## src/rtl/mem_bus_arbiter_if.sv

```systemverilog
// Bus bundle between the CPU IF/MEM ports, the arbiter, the SRAM and the
// peripheral interconnect. slave = arbiter view, master = CPU/memory side.
interface mem_bus_arbiter_if #(
   parameter int ADDR_W = 20
);
   // instruction-fetch port
   logic              if_req;
   logic [31:0]       if_addr;
   logic              if_ack;
   logic [31:0]       if_rdata;
   // data-memory port
   logic              mem_req;
   logic              mem_we;
   logic [3:0]        mem_be;
   logic [31:0]       mem_addr;
   logic [31:0]       mem_wdata;
   logic              mem_ack;
   logic [31:0]       mem_rdata;
   // SRAM side
   logic              ram_en;
   logic              ram_we;
   logic [3:0]        ram_be;
   logic [ADDR_W-1:0] ram_addr;
   logic [31:0]       ram_wdata;
   logic [31:0]       ram_rdata;
   // peripheral side
   logic              peri_en;
   logic              peri_we;
   logic [31:0]       peri_addr;
   logic [31:0]       peri_wdata;
   logic [31:0]       peri_rdata;
   logic              peri_ready;

   modport slave (
      input  if_req, if_addr, mem_req, mem_we, mem_be, mem_addr, mem_wdata,
             ram_rdata, peri_rdata, peri_ready,
      output if_ack, if_rdata, mem_ack, mem_rdata,
             ram_en, ram_we, ram_be, ram_addr, ram_wdata,
             peri_en, peri_we, peri_addr, peri_wdata
   );

   modport master (
      output if_req, if_addr, mem_req, mem_we, mem_be, mem_addr, mem_wdata,
             ram_rdata, peri_rdata, peri_ready,
      input  if_ack, if_rdata, mem_ack, mem_rdata,
             ram_en, ram_we, ram_be, ram_addr, ram_wdata,
             peri_en, peri_we, peri_addr, peri_wdata
   );
endinterface

```

## src/rtl/mem_bus_arbiter.sv

```systemverilog
// Shares one SRAM between fetch and data ports (data has priority) and steers
// data accesses with addr[31:28] >= 4 to the peripheral bus. The SRAM and
// peripheral FSMs run independently, so a fetch can overlap a peripheral access.
module mem_bus_arbiter #(
   parameter int RAM_WAIT = 2,   // SRAM access length in cycles, 1..15
   parameter int ADDR_W   = 20
) (
   input logic              clk,
   input logic              rst,
   mem_bus_arbiter_if.slave bus
);
   typedef enum logic [1:0] {R_IDLE, R_BUSY, R_ACK} r_state_e;
   typedef enum logic [1:0] {P_IDLE, P_BUSY, P_ACK} p_state_e;

   r_state_e          r_state_q, r_state_d;
   p_state_e          p_state_q, p_state_d;

   // SRAM side registers
   logic [3:0]        cnt_q, cnt_d;
   logic              gnt_mem_q, gnt_mem_d;
   logic              ram_en_q, ram_en_d;
   logic              ram_we_q, ram_we_d;
   logic [3:0]        ram_be_q, ram_be_d;
   logic [ADDR_W-1:0] ram_addr_q, ram_addr_d;
   logic [31:0]       ram_wdata_q, ram_wdata_d;
   logic              if_ack_q, if_ack_d;
   logic [31:0]       if_rdata_q, if_rdata_d;
   logic              sram_mem_ack_q, sram_mem_ack_d;
   logic [31:0]       sram_mem_rdata_q, sram_mem_rdata_d;

   // peripheral side registers
   logic              peri_en_q, peri_en_d;
   logic              peri_we_q, peri_we_d;
   logic [31:0]       peri_addr_q, peri_addr_d;
   logic [31:0]       peri_wdata_q, peri_wdata_d;
   logic              peri_ack_q, peri_ack_d;
   logic [31:0]       peri_mem_rdata_q, peri_mem_rdata_d;

   logic mem_is_peri, mem_sram_req, peri_grant, r_last;
   logic unused_addr_bits;

   assign mem_is_peri  = bus.mem_addr[31:28] >= 4'd4;
   // Each data request belongs to exactly one FSM; the cross-FSM guards only
   // matter if a requester breaks protocol and swaps address mid-flight.
   assign mem_sram_req = bus.mem_req && !mem_is_peri && (p_state_q == P_IDLE);
   assign peri_grant   = bus.mem_req && mem_is_peri && !bus.mem_ack &&
                         !((r_state_q != R_IDLE) && gnt_mem_q);
   assign r_last       = (cnt_q == 4'(RAM_WAIT - 1));
   assign unused_addr_bits = ^{bus.if_addr[31:ADDR_W+2], bus.if_addr[1:0],
                               bus.mem_addr[1:0]};

   // State and output registers; reset clears everything, aborting any access
   always_ff @(posedge clk or posedge rst) begin
      if (rst) begin
         r_state_q        <= R_IDLE;
         p_state_q        <= P_IDLE;
         cnt_q            <= '0;
         gnt_mem_q        <= 1'b0;
         ram_en_q         <= 1'b0;
         ram_we_q         <= 1'b0;
         ram_be_q         <= '0;
         ram_addr_q       <= '0;
         ram_wdata_q      <= '0;
         if_ack_q         <= 1'b0;
         if_rdata_q       <= '0;
         sram_mem_ack_q   <= 1'b0;
         sram_mem_rdata_q <= '0;
         peri_en_q        <= 1'b0;
         peri_we_q        <= 1'b0;
         peri_addr_q      <= '0;
         peri_wdata_q     <= '0;
         peri_ack_q       <= 1'b0;
         peri_mem_rdata_q <= '0;
      end else begin
         r_state_q        <= r_state_d;
         p_state_q        <= p_state_d;
         cnt_q            <= cnt_d;
         gnt_mem_q        <= gnt_mem_d;
         ram_en_q         <= ram_en_d;
         ram_we_q         <= ram_we_d;
         ram_be_q         <= ram_be_d;
         ram_addr_q       <= ram_addr_d;
         ram_wdata_q      <= ram_wdata_d;
         if_ack_q         <= if_ack_d;
         if_rdata_q       <= if_rdata_d;
         sram_mem_ack_q   <= sram_mem_ack_d;
         sram_mem_rdata_q <= sram_mem_rdata_d;
         peri_en_q        <= peri_en_d;
         peri_we_q        <= peri_we_d;
         peri_addr_q      <= peri_addr_d;
         peri_wdata_q     <= peri_wdata_d;
         peri_ack_q       <= peri_ack_d;
         peri_mem_rdata_q <= peri_mem_rdata_d;
      end
   end

   // SRAM FSM next state: grant, hold for RAM_WAIT cycles, one ack cycle
   always_comb begin
      r_state_d = r_state_q;
      case (r_state_q)
         R_IDLE:  if (mem_sram_req || bus.if_req) r_state_d = R_BUSY;
         R_BUSY:  if (r_last) r_state_d = R_ACK;
         R_ACK:   r_state_d = R_IDLE;
         default: r_state_d = R_IDLE;
      endcase
   end

   // SRAM outputs: controls latched at grant and cleared on the last busy
   // cycle, so they are only non-zero while BUSY; acks last one cycle
   always_comb begin
      cnt_d            = cnt_q;
      gnt_mem_d        = gnt_mem_q;
      ram_en_d         = ram_en_q;
      ram_we_d         = ram_we_q;
      ram_be_d         = ram_be_q;
      ram_addr_d       = ram_addr_q;
      ram_wdata_d      = ram_wdata_q;
      if_ack_d         = 1'b0;
      if_rdata_d       = '0;
      sram_mem_ack_d   = 1'b0;
      sram_mem_rdata_d = '0;
      case (r_state_q)
         R_IDLE: begin
            cnt_d = '0;
            if (mem_sram_req) begin
               gnt_mem_d   = 1'b1;
               ram_en_d    = 1'b1;
               ram_we_d    = bus.mem_we;
               ram_be_d    = bus.mem_be;
               ram_addr_d  = bus.mem_addr[ADDR_W+1:2];
               ram_wdata_d = bus.mem_wdata;
            end else if (bus.if_req) begin
               gnt_mem_d   = 1'b0;
               ram_en_d    = 1'b1;
               ram_we_d    = 1'b0;
               ram_be_d    = 4'hF;
               ram_addr_d  = bus.if_addr[ADDR_W+1:2];
               ram_wdata_d = '0;
            end
         end
         R_BUSY: begin
            if (r_last) begin
               cnt_d       = '0;
               ram_en_d    = 1'b0;
               ram_we_d    = 1'b0;
               ram_be_d    = '0;
               ram_addr_d  = '0;
               ram_wdata_d = '0;
               if (gnt_mem_q) begin
                  sram_mem_ack_d   = 1'b1;
                  sram_mem_rdata_d = bus.ram_rdata;
               end else begin
                  if_ack_d   = 1'b1;
                  if_rdata_d = bus.ram_rdata;
               end
            end else begin
               cnt_d = cnt_q + 4'd1;
            end
         end
         default: ;
      endcase
   end

   // Peripheral FSM next state: wait for peri_ready, then one ack cycle
   always_comb begin
      p_state_d = p_state_q;
      case (p_state_q)
         P_IDLE:  if (peri_grant) p_state_d = P_BUSY;
         P_BUSY:  if (bus.peri_ready) p_state_d = P_ACK;
         P_ACK:   p_state_d = P_IDLE;
         default: p_state_d = P_IDLE;
      endcase
   end

   // Peripheral outputs: top nibble rebased by -4 (mod 16) into the peri window
   always_comb begin
      peri_en_d        = peri_en_q;
      peri_we_d        = peri_we_q;
      peri_addr_d      = peri_addr_q;
      peri_wdata_d     = peri_wdata_q;
      peri_ack_d       = 1'b0;
      peri_mem_rdata_d = '0;
      case (p_state_q)
         P_IDLE: begin
            if (peri_grant) begin
               peri_en_d    = 1'b1;
               peri_we_d    = bus.mem_we;
               peri_addr_d  = {bus.mem_addr[31:28] - 4'd4, bus.mem_addr[27:0]};
               peri_wdata_d = bus.mem_wdata;
            end
         end
         P_BUSY: begin
            if (bus.peri_ready) begin
               peri_en_d        = 1'b0;
               peri_we_d        = 1'b0;
               peri_addr_d      = '0;
               peri_wdata_d     = '0;
               peri_ack_d       = 1'b1;
               peri_mem_rdata_d = bus.peri_rdata;
            end
         end
         default: ;
      endcase
   end

   assign bus.ram_en     = ram_en_q;
   assign bus.ram_we     = ram_we_q;
   assign bus.ram_be     = ram_be_q;
   assign bus.ram_addr   = ram_addr_q;
   assign bus.ram_wdata  = ram_wdata_q;
   assign bus.if_ack     = if_ack_q;
   assign bus.if_rdata   = if_rdata_q;
   assign bus.peri_en    = peri_en_q;
   assign bus.peri_we    = peri_we_q;
   assign bus.peri_addr  = peri_addr_q;
   assign bus.peri_wdata = peri_wdata_q;
   // Both sources are zero outside their own ack cycle, so OR merges cleanly
   assign bus.mem_ack    = sram_mem_ack_q | peri_ack_q;
   assign bus.mem_rdata  = sram_mem_rdata_q | peri_mem_rdata_q;
endmodule
```

## src/flat_wrapper.sv

```systemverilog
// flat-port wrapper written by rule: the top's interface ports become plain ports
module mem_bus_arbiter_flat 
#(
   parameter int RAM_WAIT = 2,                                         
   parameter int ADDR_W   = 20
)
  (clk, rst, bus_if_req, bus_if_addr, bus_mem_req, bus_mem_we, bus_mem_be, bus_mem_addr, bus_mem_wdata, bus_ram_rdata, bus_peri_rdata, bus_peri_ready, bus_if_ack, bus_if_rdata, bus_mem_ack, bus_mem_rdata, bus_ram_en, bus_ram_we, bus_ram_be, bus_ram_addr, bus_ram_wdata, bus_peri_en, bus_peri_we, bus_peri_addr, bus_peri_wdata);
  mem_bus_arbiter_if #(.ADDR_W(ADDR_W)) bus_i ();
  input logic clk;
  input logic rst;
  input wire logic [$bits(bus_i.if_req)-1:0] bus_if_req;
  input wire logic [$bits(bus_i.if_addr)-1:0] bus_if_addr;
  input wire logic [$bits(bus_i.mem_req)-1:0] bus_mem_req;
  input wire logic [$bits(bus_i.mem_we)-1:0] bus_mem_we;
  input wire logic [$bits(bus_i.mem_be)-1:0] bus_mem_be;
  input wire logic [$bits(bus_i.mem_addr)-1:0] bus_mem_addr;
  input wire logic [$bits(bus_i.mem_wdata)-1:0] bus_mem_wdata;
  input wire logic [$bits(bus_i.ram_rdata)-1:0] bus_ram_rdata;
  input wire logic [$bits(bus_i.peri_rdata)-1:0] bus_peri_rdata;
  input wire logic [$bits(bus_i.peri_ready)-1:0] bus_peri_ready;
  output wire logic [$bits(bus_i.if_ack)-1:0] bus_if_ack;
  output wire logic [$bits(bus_i.if_rdata)-1:0] bus_if_rdata;
  output wire logic [$bits(bus_i.mem_ack)-1:0] bus_mem_ack;
  output wire logic [$bits(bus_i.mem_rdata)-1:0] bus_mem_rdata;
  output wire logic [$bits(bus_i.ram_en)-1:0] bus_ram_en;
  output wire logic [$bits(bus_i.ram_we)-1:0] bus_ram_we;
  output wire logic [$bits(bus_i.ram_be)-1:0] bus_ram_be;
  output wire logic [$bits(bus_i.ram_addr)-1:0] bus_ram_addr;
  output wire logic [$bits(bus_i.ram_wdata)-1:0] bus_ram_wdata;
  output wire logic [$bits(bus_i.peri_en)-1:0] bus_peri_en;
  output wire logic [$bits(bus_i.peri_we)-1:0] bus_peri_we;
  output wire logic [$bits(bus_i.peri_addr)-1:0] bus_peri_addr;
  output wire logic [$bits(bus_i.peri_wdata)-1:0] bus_peri_wdata;
  assign bus_i.if_req = bus_if_req;
  assign bus_i.if_addr = bus_if_addr;
  assign bus_i.mem_req = bus_mem_req;
  assign bus_i.mem_we = bus_mem_we;
  assign bus_i.mem_be = bus_mem_be;
  assign bus_i.mem_addr = bus_mem_addr;
  assign bus_i.mem_wdata = bus_mem_wdata;
  assign bus_i.ram_rdata = bus_ram_rdata;
  assign bus_i.peri_rdata = bus_peri_rdata;
  assign bus_i.peri_ready = bus_peri_ready;
  assign bus_if_ack = bus_i.if_ack;
  assign bus_if_rdata = bus_i.if_rdata;
  assign bus_mem_ack = bus_i.mem_ack;
  assign bus_mem_rdata = bus_i.mem_rdata;
  assign bus_ram_en = bus_i.ram_en;
  assign bus_ram_we = bus_i.ram_we;
  assign bus_ram_be = bus_i.ram_be;
  assign bus_ram_addr = bus_i.ram_addr;
  assign bus_ram_wdata = bus_i.ram_wdata;
  assign bus_peri_en = bus_i.peri_en;
  assign bus_peri_we = bus_i.peri_we;
  assign bus_peri_addr = bus_i.peri_addr;
  assign bus_peri_wdata = bus_i.peri_wdata;
  mem_bus_arbiter #(.RAM_WAIT(RAM_WAIT), .ADDR_W(ADDR_W)) u_core (.clk(clk), .rst(rst), .bus(bus_i));
endmodule
```

## config.mk

```make
export PLATFORM = sky130hd
export DESIGN_NAME = mem_bus_arbiter_flat
export DESIGN_NICKNAME = d
export VERILOG_FILES = /design/src/rtl/mem_bus_arbiter_if.sv /design/src/rtl/mem_bus_arbiter.sv /design/src/flat_wrapper.sv
export SDC_FILE = /design/constraint.sdc
export NUM_CORES = 1
export LEC_CHECK = 0
export CAP_MARGIN = 25
export CORE_AREA = 2 2 141 143
export CTS_CLUSTER_SIZE = 12
export DETAILED_ROUTE_END_ITERATION = 7
export DIE_AREA = 0 0 143 145
export DONT_BUFFER_PORTS = 1
export MAX_ROUTING_LAYER = met4
export PLACE_DENSITY_LB_ADDON = 0.3
export SYNTH_ARGS = -nofsm -noshare
export SYNTH_HDL_FRONTEND = slang
export SYNTH_SLANG_ARGS = --single-unit
```

## constraint.sdc

```tcl
create_clock -name clk -period 11.06 [get_ports clk]
set_input_delay 2.765 -clock clk [delete_from_list [all_inputs] [get_ports clk]]
set_output_delay 2.765 -clock clk [all_outputs]
set_load 0.005 [all_outputs]
```

# Yosys cells after proc, flatten, opt, wreduce, memory -nomap -nowiden
# Cells that the tools add are included.
totals:
  reg_bits: 232
  in_bits: 170
classes:
  addsub: 2
  n_eq_ne: 8
  order_cmp: 1
  bitwise: 2
  n_reduce_logical: 21
  n_mux: 54
ops:
  columns: ["op", "count"]
  rows:
  - ["2-to-1 mux 32 bit", 14]
  - ["case mux 32 bit (2 select lines)", 3]
  - ["2-to-1 mux 20 bit", 3]
  - ["case mux 20 bit (2 select lines)", 1]
  - ["OR 32 bit", 1]
  - ["2-to-1 mux 1 bit", 17]
  - ["2-to-1 mux 4 bit", 4]
  - ["case mux 4 bit (2 select lines)", 2]
  - ["2-to-1 mux 2 bit", 4]
  - ["case mux 1 bit (2 select lines)", 4]
  - ["case mux 2 bit (2 select lines)", 2]
  - ["nonzero test 2 bit", 4]
  - ["logical AND 1 bit", 6]
  - ["inequality test 2 x 1 -> 1 bit, second input constant", 3]
  - ["AND reduction 2 bit", 3]
  - ["AND reduction 3 bit", 2]
  - ["adder 4 x 1 -> 4 bit, second input constant", 1]
  - ["== test 2 x 1 -> 1 bit, second input constant", 2]
  - ["== test 4 x 1 -> 1 bit, second input constant", 1]
  - [">= comparator 4 x 3 -> 1 bit, second input constant", 1]
  - ["zero test 2 bit", 2]
  - ["subtractor 4 x 3 -> 4 bit, second input constant", 1]
  - ["zero test 1 bit", 3]
  - ["inequality test 3 x 2 -> 1 bit, second input constant", 1]
  - ["3 further kinds", 3]

# Logic depth before layout (Yosys ltp)
# Gate-level depths: netlist of the first run.
depth:
  ltp_word: 7
  ltp_mapped: 8
  mapped_depth_nobuf: 6

# Worst setup path before layout of the first run
# Ideal clock, no wire load.
synth_path:
  path_type: "input -> register"
  from: "in bus_mem_addr[30]"
  to: "reg u_core.ram_addr_q[0], in the netlist u_core.bus.ram_addr[0]"
  path_slack_ps: 6927
  cell_stages: 8
  t_arrival_ps: 4038
  setup_ps: 96
  cell_sequence: "inv_1 -> ha_1 -> nor4bb_2 -> o32ai_4 -> buf_2 -> buf_2 -> nand2_1 -> o31ai_1"
synth_via:
  elab_chain_cells: 6
  elab_cells_between_ends: 8
synth_rtl:
  columns: ["element", "line_no", "source"]
  rows:
  - ["start, declared", "flat_wrapper.sv:16", "input wire logic [$bits(bus_i.mem_addr)-1:0] bus_mem_addr;"]
  - [">= comparator 4 x 3 -> 1 bit (*)", "mem_bus_arbiter.sv:42", "assign mem_is_peri = bus.mem_addr[31:28] >= 4'd4;"]
  - ["zero test 1 bit (*)", "mem_bus_arbiter.sv:45", "assign mem_sram_req = bus.mem_req && !mem_is_peri && (p_state_q == P_IDLE);"]
  - ["logical AND 1 bit (*) (2 in a row)", "mem_bus_arbiter.sv:45", null]
  - ["inequality test 3 x 2 -> 1 bit (no source line) or 2-to-1 mux 20 bit (tied branches)", null, null]
  - ["AND reduction 3 bit (no source line) or case mux 20 bit (2 select lines) (tied branches)", null, null]
  - ["end signal, assigned", "mem_bus_arbiter.sv:82", "ram_addr_q <= ram_addr_d;"]
  - ["end, declared", "mem_bus_arbiter.sv:24", "logic [ADDR_W-1:0] ram_addr_q, ram_addr_d;"]
# Every way passes the cells marked *; elsewhere a longest branch is shown, timed or not.
# A chain may end at the register's enable or synchronous reset.

# Worst setup path after layout of the first run
layout_path:
  from: "reg u_core.peri_ack_q"
  to: "out bus_mem_ack"
layout_via:
  elab_chain_cells: 1
layout_rtl:
  columns: ["element", "line_no", "source"]
  rows:
  - ["start, declared", "mem_bus_arbiter.sv:36", "logic peri_ack_q, peri_ack_d;"]
  - ["start signal, assigned", "mem_bus_arbiter.sv:92", "peri_ack_q <= peri_ack_d;"]
  - ["OR 1 bit", "mem_bus_arbiter.sv:218", "assign bus.mem_ack = sram_mem_ack_q | peri_ack_q;"]
  - ["end, declared", "flat_wrapper.sv:23", "output wire logic [$bits(bus_i.mem_ack)-1:0] bus_mem_ack;"]
# No other way between the ends.

==> results of run 1 <==
[layer usage]
metal	up-vias	wire, um
met3	47	2265
li1	2639	-
met5	-	0
met2	270	10890
met4	0	766
met1	2745	8219
[report_power, final]
| group | internal, uW | total [uW] | switching (uW) | leakage, uW |
|---|---|---|---|---|
| clock | 439 | 757 | 319 | 0.000362 |
| combinational | 204 | 596 | 391 | 0.00172 |
| sequential | 1060 | 1240 | 175 | 0.00311 |
[sequential cells by signal, indices dropped and copies added (netlist names)]
register	count
u_core.bus.if_rdata	32
u_core.bus.peri_addr	32
u_core.bus.peri_wdata	32
u_core.bus.ram_wdata	32
u_core.peri_mem_rdata_q	32
u_core.sram_mem_rdata_q	32
u_core.bus.ram_addr	20
u_core.bus.ram_be	4
u_core.cnt_q	4
u_core.p_state_q	2
u_core.r_state_q	2
u_core.bus.if_ack	1
u_core.bus.peri_en	1
u_core.bus.peri_we	1
u_core.bus.ram_en	1
u_core.bus.ram_we	1
u_core.gnt_mem_q	1
u_core.peri_ack_q	1
u_core.sram_mem_ack_q	1
[logic make-up (layout without fill, tap and decap cells)]
kind of cell    after synthesis  count (layout)  share of synthesized area [%]
flops                       232             232                          65.25
mux                          20              20                          2.250
xor+xnor                      1               1                        0.09846
simple gates                435             435                          24.01
fa+ha+maj                     3               3                         0.4219
buf+inv                      62              58                          2.995
compound gates               71              71                          4.978
[Yosys cell counts (2+ instances only)]
master,n,area [sq um]
a22o_1,2,17.52
o21ai_0,40,200.2
mux2i_1,20,200.2
nor2_1,6,22.52
dfrtp_1,232,5806
nand2b_1,2,12.51
buf_2,24,120.1
inv_1,8,30.03
a21o_1,2,15.01
o31ai_1,20,150.1
nand3_1,66,330.3
nand2_1,219,822.0
and3_1,32,200.2
o21ai_1,4,20.02
clkbuf_1,28,105.1
ha_1,3,37.54
and2_1,65,406.6
or2_2,34,212.7
[metrics by stage]
| step | cell area [sq um] | setup WS [ns] | instances | hold WS (ns) | util, % |
|---|---|---|---|---|---|
| after floorplan | 8897 | 1.934 | 824 | 0.4705 | - |
| after global placement | 9076 | 6.431 | 1044 | 0.4913 | 47.25 |
| after detailed placement | 9076 | 6.389 | 1044 | 0.4982 | 47.25 |
| after CTS | 9806 | 6.925 | 1083 | 0.5101 | 51.05 |
| after global routing | 9861 | 7.036 | 1085 | 0.5382 | 51.34 |
| final | 9861 | 7.100 | 1085 | 0.5040 | 51.34 |
[placed cells by master (no fill, tap or decap), types with 7 or more instances in the layout]
cell type	count
and2_1	65
and3_1	32
buf_4	9
clkbuf_16	25
dfrtp_1	232
inv_1	7
mux2i_1	20
nand2_1	219
nand3_1	66
o21ai_0	40
o31ai_1	20
or2_2	34
[final cells by class]
cell class | count | area, sq um
clock buffers | 35 | 703.2
clock inverters | 4 | 26.28
fillers | 1690 | 9346
inverters | 8 | 37.54
multi-input cells | 530 | 2834
flip-flops and latches | 232 | 5806
well taps | 265 | 331.6
repair buffers | 11 | 122.6
[path summary, 6_finish.rpt]
kind	start	endpoint	slack, ns	depth (start not counted)
max in group asynchronous	rst	u_core.bus.peri_wdata[16]	7.46	2
max	u_core.peri_ack_q	bus_mem_ack	7.10	1
min	u_core.bus.ram_wdata[24]	u_core.bus.ram_wdata[24]	0.50	2
max reg2reg	u_core.r_state_q[1]	u_core.bus.if_rdata[6]	8.54	4
min reg2reg	u_core.bus.ram_wdata[24]	u_core.bus.ram_wdata[24]	0.50	2
min in group asynchronous	rst	u_core.bus.peri_wdata[24]	2.25	1
==> metrics.cfg, run 1 <==
[status]
status = completed

[layout]
n_antenna_cell = 0
drive_gt1_share_pct = 10.61
syn_to_final_growth_pct = 10.83
layout.nets = 981

[power]
power_uw = 2590
p_leak_uw = 0.005190
powerDensity_nw_per_um2 = 262.6
vdd_drop_max_mv = 0.1581

[critical_path]
worstSetupEndpointType = output pin
crit_fanout = 2
startpoint_type = flip-flop
path_cells = or2_2
critical_path_class = reg -> out
path_buf_inv = 0
critPathSlowestCell = dfrtp_1
cp_slowest_stage_delay_ns = 0.37
required_ns = 8.30
crit_family = flip-flops
crit_arrival_ns = 1.19

[synth]
yosysWarnings = 0
syn_area_per_cell_sq_um = 10.80
synth-edff-count = 0
syn_area_sq_um = 8897
ys_types = 35
ys.flop_type = dfrtp_1
syn_nets = 997
yosys_register_bits = 232
async_flop_share_pct = 100.0
syn_inst = 824
ys_seq_area_share_pct = 65.25

[global_routing]
busiest_layer = met2
grt_max_degree = 110
globalRouteOverflowTotal = 0
grt_pass1_vias = 5875
met2_usage_pct = 35.45
gr-usage-met3_pct = 7.228
grt_pass1_wl_mm = 34.31
globalRouteTotalUtil_pct = 21.55
gr-usage-met1_pct = 24.67
antenna_found_initial = 0

[timing]
slew_viol_final = 0
finalCriticalPeriod_ns = 3.960
finClkSkew_ns = 0.008508
fin_tns_setup_ns = 0
tightest_slew_ns = 0.9240
finalCritPeriodShare_pct = 35.80
final-setup-viol-count = 0
rsz0062_at_grt = false
slew-limit-headroom_pct = 38.40
timing.fmax_mhz = 252.5
hold_viol = 0

[floorplan]
ios = 360
die-area_sq_um = 20740
die_w_um = 143
core-area_sq_um = 19210
initial_core_util_pct = 46.32
die_h_um = 145
num_rows = 51

[cts]
cts_buffers = 25
cts-hold-fix-buffers = 0
cts_setup_buffers = 0
clock-sinks = 232
clk_path_buf_depth = 3
h-tree-depth = 1
cts_tree = built
clk_pin_slew_ns = 0.06
cts-resized-gates = 0
insertion_delay_ns = 0.50
cts_root_buffer = clkbuf_16

[drt]
drt_iter0_drc = 425
postRouteAntennaNets = 0
routed_wl_mm = 22.14
wl_per_cell_um = 20.41
drc = 0
vias = 5701
detail_route.vias_per_cell = 5.254
dr.pass1.iters = 4

[placed_design]
globalplace.congestion = 0.8581
hpwl_mm = 14.64
portBuffers = 0

[flow_run]
maxCapViolCount = 0

[worst_hold_path]
min_path_type = reg -> reg

(Power assumes the default switching activity.)
==> inputs of run 2 (changes only) <==
clock period = 3.7 ns   (was 11.06 ns; I/O delays follow)
==> run 2 against run 1 <==
Against the previous run: combinational power increased to 3.0 times the previous value; register-to-register slack got worse by 7.1 ns; clock skew increased by 0.0060 ns; core utilization increased by 0.59 points; sequential share of layout area decreased by 0.67 points.
==> metrics.cfg, run 2 (same netlist as run 1, synthesis figures left out) <==
[status]
status = completed

[floorplan]
ios = 360  ; unchanged
die_w_um = 143  ; unchanged
core-area_sq_um = 19210  ; unchanged
initial_core_util_pct = 46.32  ; unchanged
die_h_um = 145  ; unchanged
die-area_sq_um = 20740  ; unchanged
num_rows = 51  ; unchanged

[drt]
drt_iter0_drc = 278  ; -35%
postRouteAntennaNets = 0  ; unchanged
routed_wl_mm = 22.04  ; -0.48%
detail_route.vias_per_cell = 5.262  ; +0.14%
wl_met2_mm = 10.94  ; +0.45%
wl_met1_mm = 8.136  ; -1.0%
drc = 0  ; unchanged
dr.pass1.iters = 4  ; unchanged
vias = 5730  ; +0.51%
met3WireLength_mm = 2.266  ; about the same
wl_per_cell_um = 20.24  ; -0.84%
top_layer = met4

[layout]
final_common_cell = dfrtp_1
drive_gt1_share_pct = 11.17  ; +0.56 points
layout.nets = 987  ; +0.61%
n_antenna_cell = 0  ; unchanged
final_cell_mix = 232 x dfrtp_1, 219 x nand2_1, 66 x nand3_1
syn_to_final_growth_pct = 12.11

[placed_design]
portBuffers = 0  ; unchanged
globalplace.congestion = 0.8669  ; +1.0%
preCtsSetupSlack_ns = 0.9799  ; -5.409 ns
hpwl_mm = 14.97  ; +2.3%

[critical_path]
startpoint_type = flip-flop
cp.depth = 5  ; +4
crit_family = simple AND/OR/NAND/NOR gates
crit_arrival_ns = 2.68  ; +1.49 ns
reg2reg_depth = 5  ; +1
cp_slowest_stage_delay_ns = 0.67  ; +0.30 ns
crit_fanout = 56  ; +54
path_cells = nor4_1 -> nand4b_1 -> buf_12 -> nand3_1 -> nand2_1
required_ns = 4.09  ; -4.21 ns
path_buf_inv = 1  ; +1
r2r_slack_ns = 1.40  ; -7.14 ns
critPathSlowestCell = nand4b_1
critical_path_class = reg -> reg
worstSetupEndpointType = flip-flop

[timing]
hold_viol = 0  ; unchanged
timing.fmax_mhz = 435.2
slew-limit-headroom_pct = 41.26  ; +2.9 points
finClkSkew_ns = 0.01446  ; +0.005956 ns
fin_tns_setup_ns = 0  ; unchanged
rsz0062_at_grt = false
slew_viol_final = 0  ; unchanged
tightest_slew_ns = 0.8801  ; -0.04392 ns
final-setup-viol-count = 0  ; unchanged
finalCriticalPeriod_ns = 2.298
finalCritPeriodShare_pct = 62.10
layout_setup_ws_ns = 1.402  ; -5.698 ns

[cts]
cts-hold-fix-buffers = 0  ; unchanged
clk_pin_slew_ns = 0.06  ; about the same
cts-resized-gates = 0  ; unchanged
h-tree-depth = 1  ; unchanged
cts_root_buffer = clkbuf_16
clock-sinks = 232  ; unchanged
cts_buffers = 24  ; -4.0%
insertion_delay_ns = 0.51  ; about the same
cts_tree = built
cts_setup_buffers = 0  ; unchanged
clk_path_buf_depth = 3  ; unchanged

[worst_hold_path]
min_path_type = in -> async

[global_routing]
grt_pass1_vias = 5963  ; +1.5%
grt_max_degree = 98  ; -11%
antenna_found_initial = 0  ; unchanged
globalRouteOverflowTotal = 0  ; unchanged
globalRouteTotalUtil_pct = 21.64  ; +0.090 points
grt_pass1_wl_mm = 34.20  ; -0.34%

[power]
clock_power_share_pct = 29.5  ; +0.3 points
vdd_drop_max_mv = 0.4751  ; +200%
p_sw_uw = 2605  ; +190%
pwr-share-comb_pct = 22.9  ; about the same
switching_share_pct = 33.64  ; -0.54 points
powerDensity_nw_per_um2 = 776.2  ; +200%
pwr-share-seq_pct = 47.6  ; -0.2 points
p_leak_uw = 0.005240  ; +0.96%
power.internal_uw = 5137  ; +200%

[flow_run]
maxCapViolCount = 0  ; unchanged

-- run 2: cell types whose count changed in the layout (fill, tap and decap cells not counted), sizes merged --
cell,previous run,this run
clkbuf,35,34
clkinvlp,0,1
buf,11,18
bufinv,0,1
clkinv,3,1
inv,9,7
-- run 2: final timing paths --
check,start,to
min,rst,u_core.bus.ram_wdata[23]
max,u_core.p_state_q[0],u_core.bus.peri_wdata[7]
min in group clk,u_core.bus.ram_wdata[23],u_core.bus.ram_wdata[23]
max reg2reg,u_core.p_state_q[0],u_core.bus.peri_wdata[7]
min reg2reg,u_core.bus.ram_wdata[23],u_core.bus.ram_wdata[23]
max in group asynchronous,rst,u_core.peri_ack_q
-- run 2: cell type report --
cell class,count,area [sq um]
tap,265,331.6
timing repair buffer,18,235.2
clock buffer,34,699.4
multi-input combinational,530,2834
fill,1677,9233
clock inverter,2,35.03
sequential,232,5806
inverter,8,33.78
-- run 2: metal layers --
metal | up-vias | track usage [%]
met4 | 0 | 7.129
met1 | 2759 | 25.19
met5 | - | -
met2 | 279 | 35.36
met3 | 47 | 7.096
li1 | 2645 | -
-- run 2: metrics by stage --
step | utilization, % | instances | total power [uW] | hold WS [ns] | area (sq um)
5_1_grt | 51.93 | 1089 | 8259 | 0.2299 | 9975
3_5_place_dp | 48.00 | 1052 | 5535 | 0.4984 | 9220
6_report | 51.93 | 1089 | 7742 | 0.2420 | 9975
2_1_floorplan | - | 824 | 4944 | 0.4705 | 8901
4_1_cts | 51.83 | 1088 | 7827 | 0.4983 | 9955
3_3_place_gp | 48.00 | 1052 | 5485 | 0.4930 | 9220
-- run 2: power groups by stage --
| stage | sequential, uW | combinational (uW) | clock, uW |
|---|---|---|---|
| global route | 3760 | 2030 | 2470 |
| floorplan | 3540 | 1400 | 0 |
| global placement | 3730 | 1750 | 0 |
| detailed placement | 3720 | 1820 | 0 |
| finish | 3690 | 1770 | 2280 |
| CTS | 3690 | 1800 | 2340 |
